$ cat src/rtl/ddp_fp_pkg.sv
// Shared definitions for the FP issue path: opcodes, packet field positions
// and the arbiter state encoding.
package ddp_fp_pkg;

    localparam logic [5:0] OPC_ADD    = 6'b000000;
    localparam logic [5:0] OPC_SUB    = 6'b000001;
    localparam logic [5:0] OPC_MUL    = 6'b000010;
    localparam logic [5:0] OPC_CMP    = 6'b000011;
    localparam logic [5:0] OPC_ABSORB = 6'b111111;

    localparam int OPC_LSB_DEF = 34;
    localparam int OPC_W       = 6;
    localparam int DATAL_MSB   = 31;
    localparam int DATAL_LSB   = 16;
    localparam int DATAR_MSB   = 15;
    localparam int DATAR_LSB   = 0;

    typedef enum logic [1:0] {
        IDLE  = 2'd0,
        ISSUE = 2'd1,
        HOLD  = 2'd2
    } state_e;

    function automatic logic opc_is_absorb(input logic [OPC_W-1:0] opc);
        return opc == OPC_ABSORB;
    endfunction

endpackage

$ cat src/rtl/fp_issue_arbiter_rr_arb2.sv
// Two-way round-robin pick: a lone requester wins, a tie goes to the channel
// that was not granted last.
module rr_arb2 (
    input  logic [1:0] req,
    input  logic       last,
    output logic [1:0] gnt,
    output logic       vld
);

    assign gnt[0] = req[0] & (~req[1] | last);
    assign gnt[1] = req[1] & (~req[0] | ~last);
    assign vld    = |req;

endmodule

$ cat src/rtl/fp_issue_arbiter.sv
// Shares one FP stage between two packet sources with round-robin capture,
// a Send/Ack handshake toward the FP, and local consumption of ABSORB packets.
module fp_issue_arbiter
    import ddp_fp_pkg::*;
#(
    parameter int PKT_W        = 62,
    parameter int OPC_LSB      = OPC_LSB_DEF,
    parameter int CNT_W        = 16,
    parameter int ABSORB_LOCAL = 1
) (
    input  logic             CLK,
    input  logic             MR,
    input  logic             Send_in0,
    input  logic [PKT_W-1:0] PACKET_IN0,
    input  logic             Send_in1,
    input  logic [PKT_W-1:0] PACKET_IN1,
    output logic             Ack_out0,
    output logic             Ack_out1,
    output logic             Send_out,
    output logic [PKT_W-1:0] PACKET_OUT,
    input  logic             Ack_in,
    output logic             BUSY,
    output logic [CNT_W-1:0] GRANT_CNT0,
    output logic [CNT_W-1:0] GRANT_CNT1,
    output logic [CNT_W-1:0] ABSORB_CNT
);

    state_e           state;
    logic             last;
    logic [1:0]       ack_q;
    logic [PKT_W-1:0] pkt_q;
    logic [CNT_W-1:0] gcnt0, gcnt1, acnt;

    logic [1:0]       gnt;
    logic             vld;
    logic [PKT_W-1:0] sel_pkt;
    logic [OPC_W-1:0] sel_opc;
    logic             absorb;

    rr_arb2 u_rr (
        .req  ({Send_in1, Send_in0}),
        .last (last),
        .gnt  (gnt),
        .vld  (vld)
    );

    assign sel_pkt = gnt[1] ? PACKET_IN1 : PACKET_IN0;
    assign sel_opc = sel_pkt[OPC_LSB +: OPC_W];
    assign absorb  = (ABSORB_LOCAL != 0) && opc_is_absorb(sel_opc);

    // Absorbed packets never load pkt_q, so PACKET_OUT keeps the last
    // issued packet while the arbiter is outside ISSUE.
    always_ff @(posedge CLK) begin
        if (MR) begin
            state <= IDLE;
            last  <= 1'b1;
            ack_q <= 2'b00;
            pkt_q <= '0;
            gcnt0 <= '0;
            gcnt1 <= '0;
            acnt  <= '0;
        end else begin
            ack_q <= 2'b00;
            case (state)
                IDLE: begin
                    if (vld) begin
                        ack_q <= gnt;
                        last  <= gnt[1];
                        if (gnt[0]) gcnt0 <= gcnt0 + 1'b1;
                        else        gcnt1 <= gcnt1 + 1'b1;
                        if (absorb) begin
                            state <= HOLD;
                            acnt  <= acnt + 1'b1;
                        end else begin
                            state <= ISSUE;
                            pkt_q <= sel_pkt;
                        end
                    end
                end
                ISSUE: if (Ack_in) state <= IDLE;
                HOLD:  state <= IDLE;
                default: state <= IDLE;
            endcase
        end
    end

    assign Ack_out0   = ack_q[0];
    assign Ack_out1   = ack_q[1];
    assign Send_out   = (state == ISSUE);
    assign BUSY       = (state != IDLE);
    assign PACKET_OUT = pkt_q;
    assign GRANT_CNT0 = gcnt0;
    assign GRANT_CNT1 = gcnt1;
    assign ABSORB_CNT = acnt;

endmodule
$ cat config.mk
export PLATFORM = sky130hd
export DESIGN_NAME = fp_issue_arbiter
export DESIGN_NICKNAME = d
export VERILOG_FILES = /design/src/rtl/ddp_fp_pkg.sv /design/src/rtl/fp_issue_arbiter_rr_arb2.sv /design/src/rtl/fp_issue_arbiter.sv
export SDC_FILE = /design/constraint.sdc
export NUM_CORES = 1
export LEC_CHECK = 0
export CAP_MARGIN = 0
export CORE_MARGIN = 3
export CORE_UTILIZATION = 35
export CTS_BUF_LIST = sky130_fd_sc_hd__clkbuf_16
export DETAILED_ROUTE_END_ITERATION = 7
export GPL_ROUTABILITY_DRIVEN = 0
export PLACE_DENSITY = 0.71
export SYNTH_ARGS = -nofsm -noshare
export SYNTH_HDL_FRONTEND = slang
export SYNTH_SLANG_ARGS = --single-unit
$ cat constraint.sdc
create_clock -name CLK -period 4.1 [get_ports CLK]
set_input_delay 0.82 -clock CLK [delete_from_list [all_inputs] [get_ports CLK]]
set_output_delay 0.82 -clock CLK [all_outputs]
set_load 0.05 [all_outputs]
; Word-level counts from Yosys, hierarchy flattened
; Cells that the tools add are included.
[totals]
inputBits = 129
output_inout_bits = 114
reg_bits = 115
[op_classes]
n_eq_ne = 4
n_reduce_logical = 10
bitwise_logic = 11
mux = 5
add_sub_neg = 3
[op_table]
columns = operator, count
row1 = 62-bit two-way mux, 1
row2 = "16-bit by 1-bit adder with 16-bit output, second input constant", 3
row3 = 3-bit AND reduction, 4
row4 = 1-bit inverter, 7
row5 = "6-bit == test, second input constant", 1
row6 = 2-bit two-way mux, 3
row7 = "2-bit by 1-bit != test with 1-bit output, second input constant", 2
row8 = 2-bit one-hot mux with 2 select lines, 1
row9 = 2-bit AND reduction, 2
row10 = 3-bit OR reduction, 1
row11 = 1-bit AND, 2
row12 = "2-bit by 1-bit == test with 1-bit output, second input constant", 1
row13 = 2-bit zero test, 1
row14 = 1-bit OR, 2
row15 = 2-bit nonzero test, 1
row16 = 2-bit OR reduction, 1

; Depth between registers and ports, before layout
; Gate-level depths: netlist (run 1).
[logic_depth]
ltp_word = 8
depth_mapped = 7
depth_no_buf = 6

; Hierarchy
; A second synthesis (run 1) with hierarchy kept.
[hier_totals]
cells_unflattened = 565
area_unflattened_um2 = 5225.0
[modules_own_cells]
columns = mod, n_inst, cells_each, area_each_um2
row1 = fp_issue_arbiter, 1, 561, 5200.0
row2 = rr_arb2, 1, 4, 25.0

; Worst setup path before layout (run 1)
; No wires, ideal clock.
[synth_path]
path_type = input -> register
start = input port Send_in1
end = register acnt[12], in the netlist ABSORB_CNT[12]
setup_ps = 70
t_arrival_ps = 2108
path_slack_ps = 1921
cell_stages = 6
path_cell_list = a21bo_2 nor3_4 o21ai_1 buf_2 or3_1 a21oi_1
[synth_via]
elab_chain_len = 4
[synth_rtl]
columns = element, line
row1 = from (decl), fp_issue_arbiter.sv:15  ; input logic Send_in1,
row2 = 1-bit AND, fp_issue_arbiter_rr_arb2.sv:11  ; assign gnt[1] = req[1] & (~req[0] | ~last);
row3 = 62-bit two-way mux, fp_issue_arbiter.sv:47  ; assign sel_pkt = gnt[1] ? PACKET_IN1 : PACKET_IN0;
row4 = 6-bit == test, ddp_fp_pkg.sv:25  ; return opc == OPC_ABSORB;
row5 = 3-bit AND reduction (no line) *, -
row6 = to (signal assigned), fp_issue_arbiter.sv:73  ; acnt <= acnt + 1'b1;
row7 = to (decl), fp_issue_arbiter.sv:32  ; logic [CNT_W-1:0] gcnt0, gcnt1, acnt;
; Every way passes the cells marked *; elsewhere a longest branch is shown, timed or not.
; A chain may end at the register's enable or synchronous reset.

; Worst setup path after layout (run 1)
[layout_path]
start = input port Send_in0
end = register pkt_q[48], in the netlist PACKET_OUT[48]
[layout_via]
elab_chain_len = 7
[layout_rtl]
columns = element, line
row1 = from (decl), fp_issue_arbiter.sv:13  ; input logic Send_in0,
row2 = 1-bit inverter, fp_issue_arbiter_rr_arb2.sv:11
row3 = 1-bit OR, fp_issue_arbiter_rr_arb2.sv:11
row4 = 1-bit AND, fp_issue_arbiter_rr_arb2.sv:11
row5 = 62-bit two-way mux, fp_issue_arbiter.sv:47
row6 = 6-bit == test, ddp_fp_pkg.sv:25
row7 = 1-bit inverter (no line), -
row8 = 3-bit AND reduction (no line), -
row9 = to (signal assigned), fp_issue_arbiter.sv:76  ; pkt_q <= sel_pkt;
row10 = to (decl), fp_issue_arbiter.sv:31  ; logic [PKT_W-1:0] pkt_q;
; Several ways; a longest one is shown, not always the timed one.

==> results of run 1 <==
## sequential cells by signal (all words and copies together), names as in the netlist
| register | count |
|---|---|
| ABSORB_CNT | 16 |
| state | 2 |
| ack_q | 2 |
| GRANT_CNT1 | 16 |
| last | 1 |
| PACKET_OUT | 62 |
| GRANT_CNT0 | 16 |
## routing by layer
layer	global-route usage, %	up-vias	part of all wire, %
met2	34.30	209	48
met4	8.099	0	1.9
met5	0	-	0
li1	-	2603	-
met3	6.792	25	8.1
met1	24.20	2418	42
## layout by cell type (no fill, tap or decap), drive strengths merged
| master | n |
|---|---|
| nor2 | 102 |
| xnor2 | 8 |
| buf | 5 |
| nor2b | 3 |
| or4 | 4 |
| o211ai | 2 |
| bufinv | 2 |
| inv | 8 |
| nand2b | 2 |
| nand4 | 15 |
| clkinv | 8 |
| or3 | 10 |
| a311oi | 62 |
| a21oi | 16 |
| xor2 | 23 |
| clkinvlp | 2 |
| a21bo | 1 |
| and4 | 7 |
| nor4 | 3 |
| o21ai | 12 |
| dfxtp | 115 |
| a21boi | 1 |
| and3 | 4 |
| ha | 3 |
| o31ai | 4 |
| nand3 | 14 |
| nand2 | 141 |
| mux2i | 2 |
| clkbuf | 17 |
| clkdlybuf4s50 | 241 |
| and2 | 4 |
| nor3 | 6 |
| o2111ai | 2 |
## cell type report
cell class	instances	area [um2]
clock inverter	14	123.9
clock buffer	17	425.4
tap	180	225.2
inverter	6	22.52
multi-input combinational	451	2517
fill	1231	5856
timing repair buffer	246	2462
sequential	115	2302
## worst max-delay path by stage
stage                                       end  slack (ns)
floorplan           ABSORB_CNT[12]$_SDFFE_PP0P_        1.92
global placement     ABSORB_CNT[1]$_SDFFE_PP0P_        0.84
detailed placement  PACKET_OUT[34]$_SDFFE_PP0P_        0.73
CTS                 PACKET_OUT[34]$_SDFFE_PP0P_        1.16
global route         PACKET_OUT[0]$_SDFFE_PP0P_        0.90
finish              PACKET_OUT[48]$_SDFFE_PP0P_        1.13
## power groups by stage
stage / combinational [mW] / clock (mW) / sequential, mW
5_1_grt: 0.841 / 1.45 / 1.25
6_report: 0.789 / 1.37 / 1.24
3_5_place_dp: 0.791 / 0 / 1.26
2_1_floorplan: 0.211 / 0 / 1.51
3_3_place_gp: 0.781 / 0 / 1.26
4_1_cts: 0.795 / 1.40 / 1.24
## per-stage QoR
step	cell area, um2	cells
final	8079	1029
after detailed placement	7530	998
after CTS	8079	1029
after floorplan	4995	614
after global placement	7530	998
after global routing	8079	1029
## kinds of logic after synthesis
| family | Yosys count | synth area share, % |
|---|---|---|
| XOR/XNOR | 31 | 5.436 |
| AO/OA/AOI/OAI | 100 | 15.38 |
| AND/OR/NAND/NOR | 315 | 28.08 |
| multiplexers | 2 | 0.4008 |
| flip-flops | 115 | 46.09 |
| buffers and inverters | 48 | 3.858 |
| adder cells (fa/ha/maj) | 3 | 0.7516 |
## worst min-delay path, stage by stage (launching register included)
cell and delay (ns):
dfxtp_1 0.32, o21ai_0 0.07, a21oi_1 0.06
==> results_dict.tcl, run 1 <==
set metrics [dict create \
    synth_top_cell_area_share_pct 46.09 \
    max_stage_delay_ns 0.57 \
    num_vias 5255 \
    die_w_um 125.5 \
    switchingPower_mw 1.026 \
    cts_setup_buffers 0 \
    wire_per_inst_um 15.66 \
    worstReg2RegStart "state[1]$_SDFFE_PP0P_" \
    htreeDepth 4 \
    rsz0062_at_grt "no" \
    powerDensity_mw_per_mm2 421.0 \
    ys_types 37 \
    startpoint "Send_in0" \
    core_area_mm2 0.01393 \
    endpoint_kind "flop" \
    cts_buffer_depth 2 \
    crit_type "in2reg" \
    die-area_mm2 0.01574 \
    hold_class "reg2reg" \
    cts_buffers 17 \
    cp.depth 7 \
    cp_top_family "buffers and inverters" \
    utilization_pct 57.98 \
    drt_iter0_drc 278 \
    internal_power_mw 2.375 \
    die_h_um 125.5 \
    io_pins 243 \
    max_freq_ghz 0.3363 \
    ys_warn_count 0 \
    areaGrowthSynthToFinish_pct 61.75 \
    pre_cts_ws_ns 0.7268 \
    slew_violations 0 \
    cts_resized 0 \
    grt_pass1_vias 5343 \
    root_buffer "clkbuf_16" \
    synthTopCellsByArea "dfxtp_1 46%, a311oi_1 11%, nand2_1 11%, nor2_1 7.5%, xor2_1 4.0%" \
    ys_seq_area_share_pct 46.09 \
    startpoint_type "primary input" \
    slew_headroom_pct 19.89 \
    p_comb_share_pct 23.2 \
    synth_edf_count 0 \
    ys.flop_type "dfxtp_1" \
    p_leak_nw 3.004 \
    r2r_cells 6 \
    cts_hold_buf 0 \
    r2r_slack_ns 1.67 \
    drt_wl_total_um 16120 \
    slowest_stage "clkdlybuf4s50_1" \
    clk-insertion-delay-late_ns 0.41 \
    via_per_inst 5.107 \
    hold_viol 0 \
    netlist_area_mm2 0.004995 \
    syn_nets 746 \
    fin_ws_ns 1.127 \
    worst_ep_required_time_ns 4.40 \
    power_frac_seq_pct 36.4 \
    grt_usage_pct 20.47 \
    ys_ff_latch 115 \
    antenna_found_initial 0 \
    cp_data_arrival_time_ns 3.27 \
    grt_first_pass_wirelength_um 26440 \
    worstHoldPathCells 2 \
    yosys.area.top_type "dfxtp_1" \
    skew_ns 0.006330 \
    drc 0 \
    synth_area_per_cell_um2 8.135 \
    rows 43 \
    port_buffers 242 \
    place_hpwl_um 11590 \
    start_util_pct 35.84 \
    cts_tree "done" \
    synth_most_common_cell "nand2_1" \
    period_minus_slack_ns 2.973 \
    peakVddDrop_mv 0.2377 \
    total_power_mw 3.401 \
    hold_start "GRANT_CNT1[10]$_SDFFE_PP0P_" \
    clkPwrFrac_pct 40.4 \
    setup_viol 0 \
    async_flop_share_pct 0 \
    fin_crit_sh_pct 72.52 \
    clkSinkCount 115 \
    tns_ns 0 \
    crit_fanout 119 \
    critPathBufInv 2 \
    layout-drive-gt1-share_pct 5.065 \
    path_clk_slew_ns 0.05 \
    overflow 0 \
    hold_end "GRANT_CNT1[10]$_SDFFE_PP0P_" \
    drv_cap 0 \
    fin_hold_ws_ns 0.4949 \
    outcome "finished clean" \
    swShare_pct 30.17 \
    r2r-end "ABSORB_CNT[10]$_SDFFE_PP0P_" \
    drtPass1Iterations 4 \
    grt_max_degree 120 \
    worst_pin_slew_ns 1.202 \
    synth_common_cells "141 x nand2_1, 115 x dfxtp_1, 100 x nor2_1" \
    path_cells "clkdlybuf4s50_1, a21bo_2, nor3_4, nor4_2, buf_12, nor2_1, a311oi_1" \
    nets 969 \
    diodes 0 \
    synthCells 614 \
    ant_nets 0 \
]
(Power assumes the default switching activity.)
==> inputs of run 2 (changes only) <==
- clock period: 4.1 -> 2.8 ns (I/O delays scaled with it)
==> results_dict.tcl, run 2 (synthesized netlist as in run 1, its figures left out) <==
set metrics [dict create \
    drt_iter0_drc 398 \
    nets 978 \
    max_freq_ghz 0.4105 \
    slew_headroom_pct 53.35 \
    die-area_mm2 0.01574 \
    via_per_inst 5.184 \
    layout_commonest_cell "clkdlybuf4s50_1" \
    layout_common_cells "241 x clkdlybuf4s50_1, 141 x nand2_1, 115 x dfxtp_1, 100 x nor2_1, 62 x a311oi_1" \
    path_cells "nor2_2, inv_2, clkdlybuf4s50_1" \
    cts_buffers 17 \
    rsz0062_at_grt "no" \
    peakVddDrop_mv 0.3874 \
    tns_ns 0 \
    drt_wl_total_um 16790 \
    htreeDepth 4 \
    worst_pin_slew_ns 0.6998 \
    cts_setup_buffers 0 \
    critPathBufInv 2 \
    start_util_pct 35.84 \
    hold_class "reg2reg" \
    grt_max_degree 90 \
    drtPass1Iterations 5 \
    hold_viol 0 \
    place_hpwl_um 12030 \
    worst_ep_required_time_ns 2.24 \
    grt_usage_pct 20.98 \
    diodes 0 \
    grt_pass1_vias 5470 \
    cp_data_arrival_time_ns 1.88 \
    endpoint_kind "primary output" \
    fin_crit_sh_pct 87.00 \
    p_leak_nw 3.088 \
    clkSinkCount 115 \
    cts_resized 0 \
    grt_first_pass_wirelength_um 27080 \
    drv_cap 0 \
    largest_reg_flops 62 \
    core_area_mm2 0.01393 \
    rows 43 \
    slowest_stage "clkdlybuf4s50_1" \
    port_buffers 242 \
    cp_top_family "buffers and inverters" \
    slew_violations 0 \
    clk-insertion-delay-late_ns 0.41 \
    areaGrowthSynthToFinish_pct 64.80 \
    cts_buffer_depth 2 \
    cts_hold_buf 0 \
    startpoint_type "flop" \
    total_power_mw 5.269 \
    die_w_um 125.5 \
    num_vias 5386 \
    overflow 0 \
    drc 0 \
    wire_per_inst_um 16.16 \
    crit_fanout 7 \
    cts_tree "done" \
    root_buffer "clkbuf_16" \
    outcome "finished clean" \
    die_h_um 125.5 \
    ant_nets 0 \
    setup_viol 0 \
    period_minus_slack_ns 2.436 \
    antenna_found_initial 0 \
    crit_type "reg2out" \
    max_stage_delay_ns 0.87 \
    skew_ns 0.006553 \
    path_clk_slew_ns 0.05 \
    powerDensity_mw_per_mm2 640.1 \
    io_pins 243 \
    layout-drive-gt1-share_pct 6.054 \
]
==> run 2: power by group <==
part | internal, mW | switching (mW)
registers | 1.75 | 0.0631
logic | 0.458 | 0.715
clock network | 1.55 | 0.731
==> run 2: worst paths after layout <==
kind                                from                     endpoint  slack (ns)  cells after the start
max                state[1]$_SDFFE_PP0P_                         BUSY        0.36                      3
min reg2reg  PACKET_OUT[51]$_SDFFE_PP0P_  PACKET_OUT[51]$_SDFFE_PP0P_        0.50                      2
max reg2reg        state[1]$_SDFFE_PP0P_  PACKET_OUT[43]$_SDFFE_PP0P_        0.73                      6
min          PACKET_OUT[51]$_SDFFE_PP0P_  PACKET_OUT[51]$_SDFFE_PP0P_        0.50                      2
==> run 2: worst register-to-register path: cells and delay by family (launching register included) <==
kind	cells	cell delay, ns
flops	1	0.31
simple gates	3	0.86
buf+inv	2	0.49
compound gates	1	0.30
==> run 2: area by class of cell <==
type,instances,area (um2)
Multi-Input combinational cell,451,2517
Fill cell,1218,5703
Sequential cell,115,2302
Tap cell,180,225.2
Timing Repair Buffer,255,2542
Clock inverter,15,196.4
Inverter,6,22.52
Clock buffer,17,425.4
==> run 2: layer usage <==
layer  GRT usage (%)  vias to the layer above  wire length, um
met3           6.963                       35             1403
met2           35.78                      238             8183
met1           24.20                     2494             6791
met5               0                        -                0
li1                -                     2619                -
met4           8.482                        0              415
==> run 2: metrics by stage <==
step | cell area, um2 | std cells | hold WS [ns] | utilization, % | setup slack [ns]
after floorplan | 4995 | 614 | 0.5114 | - | 0.8251
after global placement | 7610 | 1007 | 0.4738 | 54.61 | 0.1938
after detailed placement | 7610 | 1007 | 0.4924 | 54.61 | 0.07520
after CTS | 8232 | 1039 | 0.4963 | 59.07 | 0.3509
after global routing | 8232 | 1039 | 0.5173 | 59.07 | 0.3087
final | 8232 | 1039 | 0.4962 | 59.07 | 0.3641
==> inputs of run 3 (changes only) <==
- CTS_CLUSTER_SIZE: unset -> 30
==> results of run 3 <==
No change in the layout: final DEF, timing and power equal those of run 2.
